File: config.mk
export PLATFORM = sky130hd
export DESIGN_NAME = serial_bit_streamer
export DESIGN_NICKNAME = d
export VERILOG_FILES = /design/src/rtl/stream_pkg.sv /design/src/rtl/bit_shift_reg.sv /design/src/rtl/serial_bit_streamer.sv
export SDC_FILE = /design/constraint.sdc
export NUM_CORES = 1
export LEC_CHECK = 0
export ABC_AREA = 1
export CAP_MARGIN = 5
export CELL_PAD_IN_SITES_DETAIL_PLACEMENT = 1
export CELL_PAD_IN_SITES_GLOBAL_PLACEMENT = 1
export CORE_MARGIN = 2
export CORE_UTILIZATION = 39
export DETAILED_ROUTE_END_ITERATION = 6
export GPL_TIMING_DRIVEN = 1
export PLACE_DENSITY_LB_ADDON = 0.1
export SLEW_MARGIN = 20
export SYNTH_ARGS = -nofsm -noshare
export SYNTH_HDL_FRONTEND = slang
export SYNTH_SLANG_ARGS = --single-unit
File: constraint.sdc
create_clock -name clock -period 1.7 [get_ports clock]
set_input_delay 0.34 -clock clock [delete_from_list [all_inputs] [get_ports clock]]
set_output_delay 0.34 -clock clock [all_outputs]
set_load 0.05 [all_outputs]
File: src/rtl/stream_pkg.sv
// Shared definitions for the serial bit streamer: FSM state encoding and a
// ceiling-log2 helper used to size the bit counter.
package stream_pkg;

  typedef enum logic {
    ST_IDLE  = 1'b0,
    ST_SHIFT = 1'b1
  } state_e;

  // Ceiling of log2(value); value is expected to be at least 2.
  function automatic int unsigned clog2_f(input int unsigned value);
    int unsigned result;
    int unsigned rem;
    result = 32'd0;
    rem    = value - 32'd1;
    while (rem > 32'd0) begin
      result = result + 32'd1;
      rem    = rem >> 32'd1;
    end
    return result;
  endfunction

endpackage

File: src/rtl/bit_shift_reg.sv
// Shift register plus bit counter for one word. Presents the current bit
// (ordered by LSB_FIRST) and flags the last bit of the word. Clearing the
// register zeroes the presented bit so the stream idles at 0.
module bit_shift_reg
  import stream_pkg::*;
#(
  parameter int WIDTH     = 16,
  parameter bit LSB_FIRST = 1'b1
) (
  input  logic             clock,
  input  logic             reset,
  input  logic             load_en,
  input  logic             clear_en,
  input  logic             shift_en,
  input  logic [WIDTH-1:0] load_word,
  output logic             ser_bit,
  output logic             last_bit
);

  localparam int CW = clog2_f(WIDTH);
  localparam logic [CW-1:0] CNT_LAST = CW'(WIDTH - 1);

  logic [WIDTH-1:0] shreg_q;
  logic [WIDTH-1:0] shreg_d;
  logic [CW-1:0]    cnt_q;
  logic [CW-1:0]    cnt_d;

  // Next shift-register/counter value: load beats clear beats shift.
  always_comb begin
    shreg_d = shreg_q;
    cnt_d   = cnt_q;
    if (load_en) begin
      shreg_d = load_word;
      cnt_d   = {CW{1'b0}};
    end else if (clear_en) begin
      shreg_d = {WIDTH{1'b0}};
      cnt_d   = {CW{1'b0}};
    end else if (shift_en) begin
      if (LSB_FIRST) begin
        shreg_d = {1'b0, shreg_q[WIDTH-1:1]};
      end else begin
        shreg_d = {shreg_q[WIDTH-2:0], 1'b0};
      end
      if (cnt_q < CNT_LAST) begin
        cnt_d = cnt_q + {{(CW-1){1'b0}}, 1'b1};
      end else begin
        cnt_d = cnt_q;
      end
    end else begin
      shreg_d = shreg_q;
      cnt_d   = cnt_q;
    end
  end

  // Shift register and counter flops with synchronous reset.
  always_ff @(posedge clock) begin
    if (reset) begin
      shreg_q <= {WIDTH{1'b0}};
      cnt_q   <= {CW{1'b0}};
    end else begin
      shreg_q <= shreg_d;
      cnt_q   <= cnt_d;
    end
  end

  assign ser_bit  = LSB_FIRST ? shreg_q[0] : shreg_q[WIDTH-1];
  assign last_bit = (cnt_q == CNT_LAST);

endmodule

File: src/rtl/serial_bit_streamer.sv
// Parallel-in, serial-out streamer: accepts words over valid/ready and emits
// them one bit per clock. A one-word holding register lets the next word
// follow the current one with no idle cycle.
module serial_bit_streamer
  import stream_pkg::*;
#(
  parameter int WIDTH     = 16,
  parameter bit LSB_FIRST = 1'b1
) (
  input  logic             clock,
  input  logic             reset,
  input  logic [WIDTH-1:0] load_data,
  input  logic             load_valid,
  output logic             load_ready,
  output logic             data,
  output logic             data_valid,
  output logic             word_done,
  output logic             busy
);

  state_e           state_q;
  state_e           state_d;
  logic [WIDTH-1:0] hold_q;
  logic [WIDTH-1:0] hold_d;
  logic             hold_full_q;
  logic             hold_full_d;

  logic             accept_s;
  logic             load_en_s;
  logic             clear_en_s;
  logic             shift_en_s;
  logic [WIDTH-1:0] load_word_s;
  logic             ser_bit_s;
  logic             last_bit_s;

  // Reset gates readiness so no word is taken during a reset cycle.
  assign load_ready = ~hold_full_q & ~reset;
  assign accept_s   = load_valid & load_ready;

  // Next state, holding register and shift-register controls.
  always_comb begin
    state_d     = state_q;
    hold_d      = hold_q;
    hold_full_d = hold_full_q;
    load_en_s   = 1'b0;
    clear_en_s  = 1'b0;
    shift_en_s  = 1'b0;
    load_word_s = load_data;
    case (state_q)
      ST_IDLE: begin
        if (accept_s) begin
          load_en_s = 1'b1;
          state_d   = ST_SHIFT;
        end else begin
          state_d = ST_IDLE;
        end
      end
      ST_SHIFT: begin
        if (last_bit_s) begin
          // The held word always wins; readiness is low while it waits.
          if (hold_full_q) begin
            load_en_s   = 1'b1;
            load_word_s = hold_q;
            hold_full_d = 1'b0;
          end else if (accept_s) begin
            load_en_s = 1'b1;
          end else begin
            clear_en_s = 1'b1;
            state_d    = ST_IDLE;
          end
        end else begin
          shift_en_s = 1'b1;
          if (accept_s) begin
            hold_d      = load_data;
            hold_full_d = 1'b1;
          end else begin
            hold_full_d = hold_full_q;
          end
        end
      end
      default: begin
        clear_en_s = 1'b1;
        state_d    = ST_IDLE;
      end
    endcase
  end

  // FSM state and holding register with synchronous reset.
  always_ff @(posedge clock) begin
    if (reset) begin
      state_q     <= ST_IDLE;
      hold_q      <= {WIDTH{1'b0}};
      hold_full_q <= 1'b0;
    end else begin
      state_q     <= state_d;
      hold_q      <= hold_d;
      hold_full_q <= hold_full_d;
    end
  end

  bit_shift_reg #(
    .WIDTH     (WIDTH),
    .LSB_FIRST (LSB_FIRST)
  ) u_shift (
    .clock     (clock),
    .reset     (reset),
    .load_en   (load_en_s),
    .clear_en  (clear_en_s),
    .shift_en  (shift_en_s),
    .load_word (load_word_s),
    .ser_bit   (ser_bit_s),
    .last_bit  (last_bit_s)
  );

  assign data       = ser_bit_s;
  assign data_valid = (state_q == ST_SHIFT);
  assign word_done  = data_valid & last_bit_s;
  assign busy       = data_valid | hold_full_q;

endmodule

# Word-level counts from Yosys, hierarchy flattened
# Index checks and enable logic that the tools add are counted.
dict set report word_totals {
  register_bits 38
  input_bits 19
  output_inout_bits 5
  elab_cells 42
}
dict set report op_classes {
  n_addsub 1
  n_lt_le_gt_ge 1
  n_eq_ne 1
  muxes 20
  n_bitwise 8
  n_reduce_logical 6
}
# op count
set op_table {}
lappend op_table {{2-to-1 mux 16 bit} 6}
lappend op_table {{2-to-1 mux 1 bit} 12}
lappend op_table {{adder 4 x 1 -> 4 bit, second input constant} 1}
lappend op_table {{== test 4 bit, second input constant} 1}
lappend op_table {{< comparator 4 bit, second input constant} 1}
lappend op_table {{inverter 1 bit} 4}
lappend op_table {{one-hot mux 1 bit (2 select lines)} 2}
lappend op_table {{AND reduction 2 bit} 2}
lappend op_table {{bitwise AND 1 bit} 3}
lappend op_table {{AND reduction 3 bit} 1}
lappend op_table {{nonzero test 3 bit} 1}
lappend op_table {{OR reduction 3 bit} 1}
lappend op_table {{nonzero test 2 bit} 1}
lappend op_table {{OR 1 bit} 1}

# Logic depth before layout (Yosys ltp)
# Gate-level depths: netlist of run 1.
dict set report depth {
  depth_word 9
  ltp_mapped 10
  ltp_nobuf 9
}

# Cells and area by module
# From an unflattened synthesis of run 1, not the netlist that was laid out.
dict set report unflattened {
  cells_unflattened 265
  area_unflattened_um2 1906.8
}
# module n_inst cells_per_inst area_per_inst_um2 seq_area_each_um2
set modules_own_cells {}
lappend modules_own_cells {serial_bit_streamer 1 160 1004.7 360.3}
lappend modules_own_cells {bit_shift_reg 1 105 902.1 400.4}

# Worst setup path after synthesis of run 1
# No wires, ideal clock.
dict set report synth_path {
  path_kind {register to register}
  from {register state_q (netlist: data_valid)}
  to {register u_shift.shreg_q[10]}
  setup_ps 114
  arrival_ps 1649
  required_ps 1586
  path_slack_ps -63
  stages_incl_launch_ff 9
  n_path_buf 1
  period_less_slack_ps 1763
  cell_sequence {dfxtp_1 inv_4 nor2_8 nand2_4 buf_6 nand2_1 nand2_1 nand2_1 nor2_1}
}
dict set report synth_between {
  elab_chain_cells 3
  elab_cells_between_ends 8
  classes_between {6 x mux; 1 x bitwise; 1 x reduce/logical}
}
# item line
set synth_lines {}
lappend synth_lines {{start, declared} serial_bit_streamer.sv:21} ;# state_e state_q;
lappend synth_lines {{start signal, assigned} serial_bit_streamer.sv:95} ;# state_q <= state_d;
lappend synth_lines {{inverter 1 bit or 2-to-1 mux 1 bit (tied branches)} n/a}
lappend synth_lines {{one-hot mux 1 bit (2 select lines) or 2-to-1 mux 16 bit (tied branches)} {serial_bit_streamer.sv:49, bit_shift_reg.sv:35}}
lappend synth_lines {{nonzero test 3 bit (no line) or 2-to-1 mux 16 bit (tied branches)} n/a}
lappend synth_lines {{end signal, assigned} bit_shift_reg.sv:58} ;# shreg_q <= {WIDTH{1'b0}};
lappend synth_lines {{end signal, assigned} bit_shift_reg.sv:61} ;# shreg_q <= shreg_d;
lappend synth_lines {{end, declared} bit_shift_reg.sv:23} ;# logic [WIDTH-1:0] shreg_q;
# Several ways; a longest one is shown, not always the timed one.
# A chain may end at the register's enable or synchronous reset.

# Final worst setup path of run 1
dict set report layout_path {
  from {register u_shift.cnt_q[1]}
  to {register u_shift.shreg_q[1]}
}
dict set report layout_between {
  elab_chain_cells 5
  elab_cells_between_ends 12
  classes_between {1 x eq/ne; 10 x mux; 1 x reduce/logical}
}
# item line
set layout_lines {}
lappend layout_lines {{start, declared} bit_shift_reg.sv:25} ;# logic [CW-1:0] cnt_q;
lappend layout_lines {{start signal, assigned} bit_shift_reg.sv:59} ;# cnt_q <= {CW{1'b0}};
lappend layout_lines {{start signal, assigned} bit_shift_reg.sv:62} ;# cnt_q <= cnt_d;
lappend layout_lines {{== test 4 bit (*)} bit_shift_reg.sv:67} ;# assign last_bit = (cnt_q == CNT_LAST);
lappend layout_lines {{2-to-1 mux 1 bit} serial_bit_streamer.sv:59} ;# if (last_bit_s) begin
lappend layout_lines {{2-to-1 mux 1 bit} serial_bit_streamer.sv:49} ;# case (state_q)
lappend layout_lines {{2-to-1 mux 16 bit} bit_shift_reg.sv:35} ;# end else if (clear_en) begin
lappend layout_lines {{2-to-1 mux 16 bit} bit_shift_reg.sv:32} ;# if (load_en) begin
# Mark *: on every way between the ends. The rest lies on a longest branch, timed or not.

==> out/summary.txt, run 1 <==
mux cell area share after synthesis: 0%
CTS sink count: 38
Final Slew Violations: 0
Finished Cell Area: 2610 µm²
hold_ws: 0.476 ns
Die Y: 75.2 µm
clk_skew: 0.00905 ns
Tcrit/Tclk final: 100%
drt initial violations: 58
CTS Root Cell: clkbuf_8
average size of a mapped cell: 6.91 µm²
antenna violations before repair: 0
Synthesis Warnings: 0
mapped cell area: 1980 µm²
maximum clock insertion buffer count: 2
Psw: 0.604 mW
critical setup path kind: reg -> reg
core region area: 4820 µm²
clock slew at reported path FFs: 0.08 ns
drt drc: 0
first-pass GRT wire length: 9090 µm
Worst Slack Setup Final: -0.00200 ns
Leak Pwr: 1.22 nW
crit path launch type: register
GP Congestion: 0.765
GRT overflow: 0
cts bufs inserted: 5
final net count: 351
Die X: 75.2 µm
dpl hpwl: 3840 µm
HP Class: reg -> reg
sequential share of power: 48.7%
share of cells above drive strength 1: 20.8%
Finish-stage setup viols: 1
DP Area: 2410 µm²
H-tree levels: 2
combinational family with the most area after synthesis: simple AND/OR/NAND/NOR gates
Crit. End Element: register
max cap viols: 0
clock power share: 30.4%
combinational group share of total power: 20.9%
Final Hold Vio Count: 0
internal power: 1.41 mW
post-route insts no fill: 398
simple-gate share of the synthesized area: 35.1%
Tmin final: 1.70 ns
Post-Synth Adder-Cell Area: 0.633%
final WL: 5680 µm
Clk Latency, worst-skew pair: 0.30 ns
I/O Buffers: 23
Initial Util: 41.0%
TritonCTS clock tree: done
io pins: 24
area grow syn2layout: 32.1%
status: finished with violations
cells after synthesis: 286
Power per Cell Area: 772 nW/µm²
per-cell routed wire length: 14.3 µm
compound-gate portion of the synthesized area: 14.5%
first drt pass iteration count: 4
WP data required: 1.89 ns
data arrival time of the critical path: 1.90 ns
fillers: 639
Die Footprint: 5650 µm²
most frequent cells in the layout: nand2_1, nor2_1, dfxtp_1, o21ai_0, buf_4
vias in the first global route: 1,920
std cell rows: 25
commonest non-fill, non-tap cell in the layout: nand2_1
Yosys cell types: 31
GRT Resource Usage Total: 21.1%
DR vias: 1,939
largest net degree at the start of global routing: 34
Worst VDD drop: 538 µV
Worst-Margin Slew: 0.318 ns
xor/xnor share of the synthesized area: 0.443%
# placed instances: 385
switching portion of total power: 30.0%
post-synthesis sequential area ratio: 38.5%
crit-path max FO: 6
Slew HR: 78.6%
routed vias/inst: 4.87
Fmax achieved: 588 MHz
Synth Register Bits: 38
failing checks: negative setup slack
net count after synthesis: 306
post-route ant nets: 0
Ant. Diodes: 0
## metal layers
layer	wire (µm)	GRT usage, %	part of all wire (%)
met1	2920	30.5	51
met2	2540	31.9	45
met4	57	5.65	1.0
met5	0	0	0
met3	161	4.55	2.8
## worst max-delay path, cell delays in order (launching register included)
cell	delay [ns]
dfxtp_2	0.34
ha_4	0.16
buf_4	0.13
nand3_4	0.10
buf_6	0.14
nand2_8	0.06
nand2_4	0.08
inv_4	0.05
nor2_4	0.17
clkbuf_16	0.18
nand2_1	0.06
nand2_1	0.07
nor2_1	0.05
## sequential cells by signal, summed over array words and instances (netlist names)
register         cells
hold_q              16
u_shift.cnt_q        4
data_valid           1
hold_full_q          1
u_shift.shreg_q     16
## cell type report
type,count,area (µm²),area share (%)
clock buffers,5,68.8,2.64
clock inverters,2,10.0,0.384
inverters,28,115,4.41
multi-input cells,208,1050,40.2
flip-flops and latches,38,766,29.3
well taps,67,83.8,3.21
repair buffers,50,517,19.8
## stage by stage
step           setup TNS, ns  util [%]  setup WS [ns]  total power, mW
6_report            -0.00200      54.2       -0.00200             2.01
5_1_grt               -0.284      54.2        -0.0597             2.12
4_1_cts                    0      52.4        0.00420             2.00
3_5_place_dp           -3.36      50.1         -0.206             1.39
3_3_place_gp           -1.59      50.1         -0.133             1.38
2_1_floorplan              0         -          0.149             1.23
## logic make-up (layout without fill, tap and decap cells)
group / Yosys count / count (layout)
buf+inv: 40 / 85
xor+xnor: 1 / 1
compound gates: 56 / 56
fa+ha+maj: 1 / 1
simple gates: 150 / 150
flops: 38 / 38
## Yosys cell counts (all sizes together)
master	n	area share [%]
a211oi	1	0.38
a21oi	23	6.0
buf	10	4.6
clkbuf	2	0.38
clkinv	1	0.25
dfxtp	38	39
ha	1	0.63
inv	27	5.5
nand2	86	18
nand3	12	4.2
nor2	48	11
nor3	3	1.3
o21ai	32	8.1
or2	1	0.32
xor2	1	0.44
## power groups by stage
stage	clock network [mW]	registers, mW	logic, mW
3_5_place_dp	0	0.998	0.393
5_1_grt	0.664	0.989	0.468
6_report	0.612	0.981	0.422
4_1_cts	0.626	0.978	0.395
2_1_floorplan	0	1.00	0.224
3_3_place_gp	0	0.997	0.385
## worst paths after layout
check	cells after the start	slack, ns	from	end
setup reg to reg	12	-0.002	u_shift.cnt_q[1]	u_shift.shreg_q[1]
setup / recovery	12	-0.002	u_shift.cnt_q[1]	u_shift.shreg_q[1]
hold reg to reg	2	0.48	hold_q[14]	hold_q[14]
hold / removal	2	0.48	hold_q[14]	hold_q[14]
## what timing repair did
item | CTS | global route
resized for setup | 1 | 12
setup buffers | 4 | 1
pin swaps | 2 | 5
endpoints found under the setup margin | 1 | 20
gates cloned | 0 | 1
hold buffers | 0 | 0
No activity file was read; power rests on OpenSTA's default activity.
==> inputs of run 2 (changes only) <==
PLACE_DENSITY = 0.77   (was unset)
PLACE_DENSITY_LB_ADDON = unset   (was 0.1)
==> run 2 against run 1 <==
The flow now finishes without violations. Global-route usage is 0.087 points lower. Core utilization is 1.6 points lower. Combinational power is 10% lower. Critical path type is now reg -> out.
==> out/summary.txt, run 2 (synthesized netlist as in run 1, its figures left out) <==
io pins: 24
CP Buf/Inv Count: 1
routed vias/inst: 4.91
post-route insts no fill: 390
std cell rows: 25
cts bufs inserted: 5
first-pass GRT wire length: 9080 µm
Die Footprint: 5650 µm²
HP Class: reg -> reg
Slew HR: 79.6%
critical setup path kind: reg -> out
H-tree levels: 2
per-cell routed wire length: 13.7 µm
maximum clock insertion buffer count: 2
top flop regs: hold_q: 16 flops, u_shift.shreg_q: 16 flops, u_shift.cnt_q: 4 flops
Setup TNS Final: 0 ns
Finish-stage setup viols: 0
unrepaired setup endpoints after global routing: no
I/O Buffers: 23
CTS sink count: 38
drt initial violations: 83
# placed instances: 379
antenna violations before repair: 0
Leak Pwr: 1.19 nW
drt drc: 0
post-route ant nets: 0
Worst-Margin Slew: 0.306 ns
worst path cell trace: ha_4 > nand3_4 > nor2_8 > buf_12
Clk Latency, worst-skew pair: 0.29 ns
RR Startpoint: u_shift.cnt_q[0]
core region area: 4820 µm²
Final Hold Vio Count: 0
Crit-path slowest cell: dfxtp_1
final WL: 5340 µm
crit-path max FO: 4
Fmax achieved: 611 MHz
dpl hpwl: 3840 µm
crit-path max cell delay: 0.38 ns
Worst VDD drop: 440 µV
status: complete, no violations
final net count: 342
DR vias: 1,916
hold buffer count at CTS: 0
max cap viols: 0
vias in the first global route: 1,971
Tmin final: 1.64 ns
data arrival time of the critical path: 1.30 ns
WP data required: 1.36 ns
GRT Resource Usage Total: 21.0%
worst hold start: hold_q[14]
Final Slew Violations: 0
GP Congestion: 0.749
largest net degree at the start of global routing: 34
CTS Root Cell: clkbuf_8
area grow syn2layout: 28.2%
share of cells above drive strength 1: 17.6%
Die Y: 75.2 µm
worst setup path startpoint: u_shift.cnt_q[0]
Power per Cell Area: 917 nW/µm²
most frequent cells in the layout: nand2_1, nor2_1, dfxtp_1, o21ai_0
Top Family by Delay on Critical Path: flip-flops
Tcrit/Tclk final: 96.3%
first drt pass iteration count: 4
GRT overflow: 0
commonest non-fill, non-tap cell in the layout: nand2_1
Ant. Diodes: 0
Die X: 75.2 µm
crit path launch type: register
clk_skew: 0.00491 ns
TritonCTS clock tree: done
Crit. End Element: output port
clock slew at reported path FFs: 0.08 ns
Initial Util: 41.0%
-- run 2: cell types whose count changed in the layout (fill, tap and decap cells not counted), sizes merged --
cell    before  now
inv         28   27
bufinv       0    2
buf         31   23
clkinv       2    1
-- run 2: power by group --
part | switching [mW] | internal (mW) | leakage, nW
sequential | 0.0350 | 0.945 | 0.311
clock | 0.338 | 0.626 | 0.0714
combinational | 0.217 | 0.162 | 0.804
-- run 2: area by class of cell --
type / count / area [µm²]
multi-input cells: 208 / 1010
well taps: 67 / 83.8
fillers: 660 / 2280
clock inverters: 2 / 60.1
repair buffers: 41 / 415
inverters: 28 / 114
clock buffers: 6 / 82.6
flip-flops and latches: 38 / 763
-- run 2: worst register-to-register path: cells and delay by family (launching register included) --
family / cells / cell delay, ns
AND/OR/NAND/NOR: 7 / 0.79
flip-flops: 1 / 0.38
buffers and inverters: 2 / 0.20
adder cells (fa/ha/maj): 1 / 0.18
-- run 2: layer usage --
layer	vias to the layer above	GRT usage (%)	share of wire, %
met4	0	4.68	0.92
met2	19	34.8	47
met3	5	4.02	2.2
met1	920	28.6	50
li1	972	-	-
met5	-	0	0
-- run 2: path summary, 6_finish.rpt --
path | to | slack, ns | depth (start not counted)
min | hold_q[14] | 0.48 | 2
max reg2reg | u_shift.shreg_q[14] | 0.11 | 10
min reg2reg | hold_q[14] | 0.48 | 2
max | word_done | 0.06 | 4
-- run 2: timing repair --
item                                    4_1_cts  5_1_grt
pin swaps                                     1        0
endpoints found under the setup margin        2       12
gates resized for setup                       2        2
gates cloned                                  0        0
buffers inserted                              2        1
-- run 2: metrics by stage --
| step | setup slack, ns | hold slack (ns) | total power, mW | util, % | instance area [µm²] |
|---|---|---|---|---|---|
| after floorplan | 0.149 | 0.409 | 1.23 | - | 1980 |
| after global placement | -0.175 | 0.457 | 1.36 | 48.9 | 2350 |
| after detailed placement | -0.199 | 0.467 | 1.37 | 48.9 | 2350 |
| after CTS | 0.00652 | 0.480 | 2.34 | 52.2 | 2520 |
| after global routing | 0.00473 | 0.514 | 2.43 | 52.6 | 2530 |
| final | 0.0630 | 0.476 | 2.32 | 52.6 | 2530 |
